`src/rtl/o_feature_drain.sv`:
```
// o_feature_drain: drains finished output features from Tm channel FIFOs in
// feature-major, channel-minor order. Each feature can optionally be clamped
// by ReLU. Features are presented one per transfer on a valid/ready stream.
module o_feature_drain #(
    parameter int unsigned Tm            = 4,
    parameter int unsigned FEATURE_WIDTH = 16,
    parameter int unsigned CNT_WIDTH     = 16,
    localparam int unsigned CH_W         = (Tm > 1) ? $clog2(Tm) : 1
) (
    input  logic                        clk,
    input  logic                        rst,
    input  logic                        start,
    input  logic [CNT_WIDTH-1:0]        feature_count,
    input  logic                        relu_en,
    input  logic [Tm-1:0]               fifo_empty,
    output logic [Tm-1:0]               fifo_rd_en,
    input  logic [Tm*FEATURE_WIDTH-1:0] fifo_data,
    output logic                        out_valid,
    input  logic                        out_ready,
    output logic [FEATURE_WIDTH-1:0]    out_data,
    output logic [CH_W-1:0]             out_ch,
    output logic [CNT_WIDTH-1:0]        out_idx,
    output logic                        busy,
    output logic                        done
);

    typedef enum logic [2:0] {
        S_IDLE,
        S_REQ,
        S_CAPT,
        S_SEND,
        S_DONE
    } state_e;

    localparam logic [CH_W-1:0] LAST_CH = CH_W'(Tm - 1);

    state_e                   state_q;
    logic [CH_W-1:0]          ch_q;
    logic [CNT_WIDTH-1:0]     k_q;
    logic [CNT_WIDTH-1:0]     cnt_q;
    logic                     relu_q;
    logic                     out_valid_q;
    logic [FEATURE_WIDTH-1:0] out_data_q;
    logic [CH_W-1:0]          out_ch_q;
    logic [CNT_WIDTH-1:0]     out_idx_q;

    logic                     sel_empty;
    logic [FEATURE_WIDTH-1:0] sel_data;
    logic                     last_ch;
    logic                     last_k;

    // Select the current channel's empty flag and read data.
    always_comb begin
        sel_empty = 1'b1;
        sel_data  = '0;
        for (int unsigned c = 0; c < Tm; c++) begin
            if (ch_q == CH_W'(c)) begin
                sel_empty = fifo_empty[c];
                sel_data  = fifo_data[c*FEATURE_WIDTH +: FEATURE_WIDTH];
            end
        end
    end

    // The read strobe is decoded from the registered state and channel.
    // A read is issued only when the selected FIFO has data.
    always_comb begin
        fifo_rd_en = '0;
        for (int unsigned c = 0; c < Tm; c++) begin
            fifo_rd_en[c] = (state_q == S_REQ) && (ch_q == CH_W'(c)) && !fifo_empty[c];
        end
    end

    assign last_ch = (ch_q == LAST_CH);
    assign last_k  = (k_q == cnt_q - CNT_WIDTH'(1));

    // Drain sequencer: state, position counters and registered stream outputs.
    always_ff @(posedge clk or negedge rst) begin
        if (!rst) begin
            state_q     <= S_IDLE;
            ch_q        <= '0;
            k_q         <= '0;
            cnt_q       <= '0;
            relu_q      <= 1'b0;
            out_valid_q <= 1'b0;
            out_data_q  <= '0;
            out_ch_q    <= '0;
            out_idx_q   <= '0;
        end else begin
            case (state_q)
                S_IDLE: begin
                    if (start) begin
                        cnt_q   <= feature_count;
                        relu_q  <= relu_en;
                        ch_q    <= '0;
                        k_q     <= '0;
                        state_q <= (feature_count == '0) ? S_DONE : S_REQ;
                    end
                end
                S_REQ: begin
                    if (!sel_empty) begin
                        state_q <= S_CAPT;
                    end
                end
                S_CAPT: begin
                    out_data_q  <= (relu_q && sel_data[FEATURE_WIDTH-1]) ? '0 : sel_data;
                    out_ch_q    <= ch_q;
                    out_idx_q   <= k_q;
                    out_valid_q <= 1'b1;
                    state_q     <= S_SEND;
                end
                S_SEND: begin
                    if (out_ready) begin
                        out_valid_q <= 1'b0;
                        if (last_ch) begin
                            ch_q    <= '0;
                            k_q     <= k_q + CNT_WIDTH'(1);
                            state_q <= last_k ? S_DONE : S_REQ;
                        end else begin
                            ch_q    <= ch_q + CH_W'(1);
                            state_q <= S_REQ;
                        end
                    end
                end
                S_DONE: begin
                    state_q <= S_IDLE;
                end
                default: begin
                    state_q <= S_IDLE;
                end
            endcase
        end
    end

    assign out_valid = out_valid_q;
    assign out_data  = out_data_q;
    assign out_ch    = out_ch_q;
    assign out_idx   = out_idx_q;
    assign busy      = (state_q != S_IDLE);
    assign done      = (state_q == S_DONE);

endmodule

```
`config.mk`:
```
export PLATFORM = sky130hd
export DESIGN_NAME = o_feature_drain
export DESIGN_NICKNAME = d
export VERILOG_FILES = /design/src/rtl/o_feature_drain.sv
export SDC_FILE = /design/constraint.sdc
export NUM_CORES = 1
export LEC_CHECK = 0
export CORE_MARGIN = 8
export CORE_UTILIZATION = 35
export CTS_CLUSTER_DIAMETER = 60
export CTS_CLUSTER_SIZE = 25
export DETAILED_ROUTE_END_ITERATION = 6
export PLACE_DENSITY_LB_ADDON = 0.2
export SLEW_MARGIN = 20
export SYNTH_ARGS = -nofsm -noshare
export SYNTH_HDL_FRONTEND = slang
export SYNTH_SLANG_ARGS = --single-unit
```
`constraint.sdc`:
```
create_clock -name clk -period 2.3 [get_ports clk]
set_input_delay 0.23 -clock clk [delete_from_list [all_inputs] [get_ports clk]]
set_output_delay 0.23 -clock clk [all_outputs]
set_load 0.005 [all_outputs]
```
==> results of run 1 <==
==> state kept, by name, summed over array words and instances (netlist names) <==
name	flops
out_valid	1
k_q	16
out_data	16
out_idx	16
state_q	3
out_ch	2
cnt_q	16
ch_q	2
relu_q	1
==> routing by layer <==
metal / vias to the layer above / GRT usage [%]
met4: 0 / 4.60
met2: 65 / 27.6
met1: 1892 / 20.2
met5: - / 0
met3: 17 / 4.09
li1: 1956 / -
==> power groups by stage <==
stage	clock (mW)	sequential [mW]	combinational, mW
6_report	1.39	2.04	2.94
5_1_grt	1.48	2.10	3.27
4_1_cts	1.43	2.03	2.92
3_5_place_dp	0	2.04	2.90
3_3_place_gp	0	2.04	2.85
2_1_floorplan	0	1.90	1.92
==> cells in the mapped netlist (3+ instances only) <==
master / number / area share [%]
buf_2: 5 / 0.59
clkbuf_1: 24 / 2.1
a22o_1: 15 / 3.1
inv_1: 12 / 1.1
ha_1: 6 / 1.8
a21oi_1: 26 / 3.1
nand2_1: 78 / 6.9
nor2_1: 35 / 3.1
o2111ai_1: 3 / 0.62
and4_1: 4 / 0.83
xnor2_1: 18 / 3.7
nand2b_1: 4 / 0.59
a211oi_1: 3 / 0.53
a22oi_1: 14 / 2.5
nor4_1: 7 / 1.0
nor3_1: 7 / 0.83
nand3b_1: 4 / 0.71
or3_1: 8 / 1.2
dfrtp_1: 73 / 43
nor3b_1: 3 / 0.53
o21ai_0: 36 / 4.3
mux2_2: 12 / 3.2
nor2b_1: 4 / 0.59
nand4_1: 7 / 1.0
xor2_1: 11 / 2.3
nand3_1: 13 / 1.5
==> path summary, 6_finish.rpt <==
path / startpoint / end / slack (ns)
min: relu_en / relu_q / 0.45
max reg2reg: cnt_q[0] / state_q[0] / 0.12
max in group asynchronous: rst / state_q[1] / 1.17
max: state_q[1] / fifo_rd_en[0] / 0.11
min reg2reg: relu_q / out_data[15] / 0.47
min in group asynchronous: rst / out_idx[13] / 0.47
==> worst max-delay path: stages (launching register included) <==
cell and delay, ns:
dfrtp_2 0.49, nand2b_1 0.18, nand2b_2 0.22, nor3b_2 0.19, clkdlybuf4s50_1 0.55
==> cells by family (layout without fill, tap and decap cells) <==
group / count (synthesis) / after routing / synth area share [%]
flops: 73 / 73 / 43.1
compound gates: 113 / 113 / 17.2
xor+xnor: 29 / 29 / 5.99
fa+ha+maj: 6 / 6 / 1.77
buf+inv: 44 / 184 / 4.40
simple gates: 194 / 194 / 24.1
mux: 13 / 13 / 3.42
==> timing repair <==
item,CTS,global route
gates resized for setup,3,9
pin swaps,0,3
setup endpoints to repair,3,20
cloned,0,0
buffers inserted,0,2
hold buffers,1,0
endpoints found under the hold margin,26,0
==> stage by stage <==
step	hold WS, ns	util [%]
after floorplan	-0.0656	-
after global placement	0.297	48.4
after detailed placement	0.305	48.4
after CTS	0.447	51.1
after global routing	0.468	51.5
final	0.453	51.5
==> final cells by class <==
type | instances | area share, %
well taps | 147 | 3.00
inverters | 12 | 0.734
repair buffers | 156 | 24.8
flip-flops and latches | 73 | 29.8
multi-input cells | 355 | 36.9
clock buffers | 10 | 3.73
clock inverters | 6 | 1.08
==> results.json, run 1 <==
{
  "portBuffers": 129,
  "seqPwrFrac_pct": 32.0,
  "synth_edf_count": 0,
  "wl_per_cell_um": 17.0,
  "grt_overflow_total": 0,
  "p_int_mw": 3.95,
  "dp_cells": 740,
  "htreeDepth": 3,
  "ys_ff_latch": 73,
  "dieArea_mm2": 0.0159,
  "clock_latency_ns": 0.33,
  "ant_nets": 0,
  "grt_pass1_wl_um": 21100,
  "reg2reg_depth": 7,
  "ys.flop_type": "dfrtp_1",
  "diodes": 0,
  "ys_async_sr_fraction_pct": 100,
  "syn_area_per_cell_um2": 8.98,
  "p_leak_nw": 2.56,
  "fmax_ghz": 0.457,
  "maxSlewHeadroom_pct": 55.2,
  "clockPowerShare_pct": 21.8,
  "tritoncts": "yes",
  "worstMarginPinSlew_ns": 0.672,
  "worst_slack_ns": 0.112,
  "met1Wirelength_um": 5680,
  "ir_drop_v": 0.000477,
  "cap_violations": 0,
  "netlist_area_mm2": 0.00424,
  "grt_pass1_vias": 4091,
  "highest_layer": "met4",
  "finClkSkew_ns": 0.00949,
  "seq_area_mm2": 0.00183,
  "grt_max_degree": 44,
  "seq_area_frac_synth_pct": 43.1,
  "finalNonFillerCells": 759,
  "maxSlewViolCount": 0,
  "path_clk_slew_ns": 0.06,
  "layout_common_cells": "127 x clkdlybuf4s50_1, 78 x nand2_1, 71 x dfrtp_1",
  "vias_per_cell": 5.18,
  "dp_slack_ns": 0.0259,
  "final_common_cell": "clkdlybuf4s50_1",
  "syn-num-nets": 567,
  "postPlaceCellArea_mm2": 0.00577,
  "cts-root-buf": "clkbuf_16",
  "die_h_um": 126,
  "synthDistinctLibCells": 59,
  "min_period_ns": 2.19,
  "min_path_type": "input pin to flip-flop",
  "syn2layout_area_growth_pct": 44.7,
  "power_density_mw_per_mm2": 1040,
  "multiInputGateArea_mm2": 0.00226,
  "n_fill_cell": 1111,
  "gp_congestion": 0.836,
  "cts_buffers": 9,
  "switching_share_pct": 38.0,
  "core_area_mm2": 0.0119,
  "numClockSinks": 73,
  "wirelength_um": 12900,
  "p_sw_mw": 2.42,
  "totalPowerFinal_mw": 6.37,
  "start_util_pct": 35.6,
  "wl_met3_um": 508,
  "rows": 40,
  "drtIter0Drc": 174,
  "fin_nets": 702,
  "combPwrFrac_pct": 46.2,
  "hold_viol": 0,
  "drive_above_1_share_pct": 12.3,
  "track_usage_pct": 16.4,
  "antenna_found_initial": 0,
  "clk_path_buf_depth": 2,
  "path_class": "flip-flop to output port",
  "worstPathRequired_ns": 2.07,
  "startpoint_type": "flip-flop",
  "die_width_um": 126,
  "setup_tns_ns": 0,
  "ios": 130,
  "worst_setup_path_end_kind": "output port",
  "path_max_fanout": 11,
  "outcome": "completed",
  "ys_warn_count": 0,
  "route.met2.wl_um": 6520,
  "drc": 0,
  "drt_first_pass_iters": 4,
  "setup_viol": 0,
  "holdPathStages": 3,
  "cp_data_arrival_time_ns": 1.96,
  "via_count": 3930,
  "fin_crit_sh_pct": 95.1,
  "postSynthCellCount": 472,
  "stdcell_area_mm2": 0.00613,
  "dp_hpwl_um": 10100
}
Note: power is estimated with default switching activity, not from simulation.
==> run 2: changes to the inputs <==
- CORE_MARGIN: 8 -> 2
- SLEW_MARGIN: 20 -> unset
==> results.json, run 2 (synthesized netlist as in run 1, its figures left out) <==
{
  "fmax_ghz": 0.454,
  "layout_common_cells": "126 x clkdlybuf4s50_1, 78 x nand2_1, 73 x dfrtp_1",
  "critical_path.cell_chain": "buf_4 > nor4_4 > a21oi_1 > or3b_1 > nor4_2 > and4_4 > o211ai_1",
  "fin_crit_sh_pct": 95.8,
  "worstMarginPinSlew_ns": 0.592,
  "min_period_ns": 2.20,
  "numClockSinks": 73,
  "cap_violations": 0,
  "switching_share_pct": 37.6,
  "drtIter0Drc": 149,
  "n_fill_cell": 1153,
  "wl_per_cell_um": 16.0,
  "vias_per_cell": 5.16,
  "core_area_mm2": 0.0119,
  "slowest_delay_ns": 0.41,
  "clk_path_buf_depth": 2,
  "worstPathRequired_ns": 2.50,
  "worst_setup_path_end_kind": "flip-flop",
  "tritoncts": "yes",
  "min_path_type": "input pin to asynchronous set/reset pin",
  "gp_congestion": 0.913,
  "path_class": "flip-flop to flip-flop",
  "antenna_found_initial": 0,
  "reg2reg_depth": 7,
  "cp_data_arrival_time_ns": 2.40,
  "clock_latency_ns": 0.33,
  "die_width_um": 114,
  "setup_tns_ns": 0,
  "path_clk_slew_ns": 0.06,
  "slowest_stage": "nor4_4",
  "grt_pass1_vias": 3976,
  "r2r_setup_slack_ns": 0.1,
  "seq_area_mm2": 0.00183,
  "ios": 130,
  "startpoint_type": "flip-flop",
  "via_count": 3900,
  "maxSlewViolCount": 0,
  "fin_nets": 699,
  "grt_max_degree": 54,
  "final_common_cell": "clkdlybuf4s50_1",
  "grt_pass1_wl_um": 19800,
  "p_int_mw": 4.02,
  "combPwrFrac_pct": 46.2,
  "path_delay_family": "simple AND/OR/NAND/NOR gates",
  "hold_viol": 0,
  "drt_first_pass_iters": 4,
  "r2r-start": "cnt_q[0]",
  "start_util_pct": 35.6,
  "diodes": 0,
  "cp_num_buf_inv": 1,
  "seqPwrFrac_pct": 31.5,
  "grt_overflow_total": 0,
  "ir_drop_v": 0.000435,
  "rows": 40,
  "drive_above_1_share_pct": 11.3,
  "syn2layout_area_growth_pct": 44.8,
  "fin_hold_ws_ns": 0.402,
  "p_leak_nw": 2.56,
  "cts-root-buf": "clkbuf_16",
  "outcome": "completed",
  "track_usage_pct": 19.3,
  "ant_nets": 0,
  "cts_buffers": 9,
  "wirelength_um": 12100,
  "die_h_um": 114,
  "rsz0062_at_grt": "yes",
  "finClkSkew_ns": 0.00369,
  "setup_viol": 0,
  "r2r-end": "state_q[0]",
  "portBuffers": 129,
  "multiInputGateArea_mm2": 0.00226,
  "htreeDepth": 3,
  "dieArea_mm2": 0.0130,
  "clockPowerShare_pct": 22.3,
  "maxSlewHeadroom_pct": 60.4,
  "power_density_mw_per_mm2": 1050,
  "dp_hpwl_um": 9260,
  "path_max_fanout": 6,
  "drc": 0,
  "p_sw_mw": 2.42
}
==> run 2: cell count changes in the layout (fill, tap and decap cells not counted), sizes merged <==
cell	before	now
clkbuf	10	12
clkdlybuf4s50	127	126
dlygate4sd2	0	1
buf	27	24
inv	14	12
clkinvlp	0	1
clkinv	3	2
==> run 2: routing by layer <==
| metal | track usage [%] | wire [um] | up-vias |
|---|---|---|---|
| met5 | 0 | 0 | - |
| met4 | 4.63 | 169 | 0 |
| met3 | 5.82 | 490 | 12 |
| met2 | 30.4 | 5800 | 73 |
| met1 | 26.2 | 5660 | 1870 |
| li1 | - | - | 1945 |
==> run 2: repair_timing <==
action | in CTS | in global routing
hold buffers | 1 | 0
endpoints found under the setup margin | 2 | 5
resized for setup | 2 | 7
gates cloned | 0 | 0
buffers inserted | 0 | 3
pin swaps | 0 | 3
endpoints found under the hold margin | 20 | 0
==> run 2: worst reg2reg max path, stage by stage (launching register included) <==
cell,delay [ns]
dfrtp_1,0.39
buf_4,0.17
nor4_4,0.41
a21oi_1,0.12
or3b_1,0.37
nor4_2,0.27
and4_4,0.26
o211ai_1,0.08
==> run 2: power by group through the flow <==
stage	Combinational, mW	Sequential (mW)	Clock, mW
after floorplan	1.92	1.90	0
after global placement	2.87	2.02	0
after detailed placement	2.92	2.03	0
after CTS	2.93	2.01	1.46
after global routing	3.34	2.09	1.52
final	2.98	2.03	1.44
==> run 2: worst max path at each step <==
stage | start | endpoint | slack (ns) | cells after the start
2_1_floorplan | cnt_q[0] | state_q[0] | 0.11 | 9
3_3_place_gp | start | k_q[13] | 0.05 | 6
3_5_place_dp | cnt_q[0] | state_q[0] | 0.04 | 8
4_1_cts | state_q[1] | fifo_rd_en[2] | 0.0007 | 5
5_1_grt | cnt_q[0] | state_q[0] | -0.03 | 7
6_report | cnt_q[0] | state_q[0] | 0.1 | 7
==> run 2: metrics by stage <==
step / util, % / worst slack, ns / area, um^2 / total power, mW / std cells
5_1_grt: 51.5 / -0.0292 / 6140 / 6.95 / 756
3_3_place_gp: 48.4 / 0.0527 / 5760 / 4.89 / 736
2_1_floorplan: - / 0.105 / 4240 / 3.82 / 472
3_5_place_dp: 48.4 / 0.0420 / 5760 / 4.94 / 736
4_1_cts: 51.1 / 0.000658 / 6080 / 6.41 / 753
6_report: 51.5 / 0.0968 / 6140 / 6.44 / 756
==> run 2: layout make-up <==
| cell class | instances | share of cell area [%] |
|---|---|---|
| timing repair buffer | 153 | 24.6 |
| multi-input combinational | 355 | 36.9 |
| clock inverter | 4 | 0.836 |
| tap | 147 | 3.00 |
| sequential | 73 | 29.8 |
| clock buffer | 12 | 4.18 |
| inverter | 12 | 0.734 |
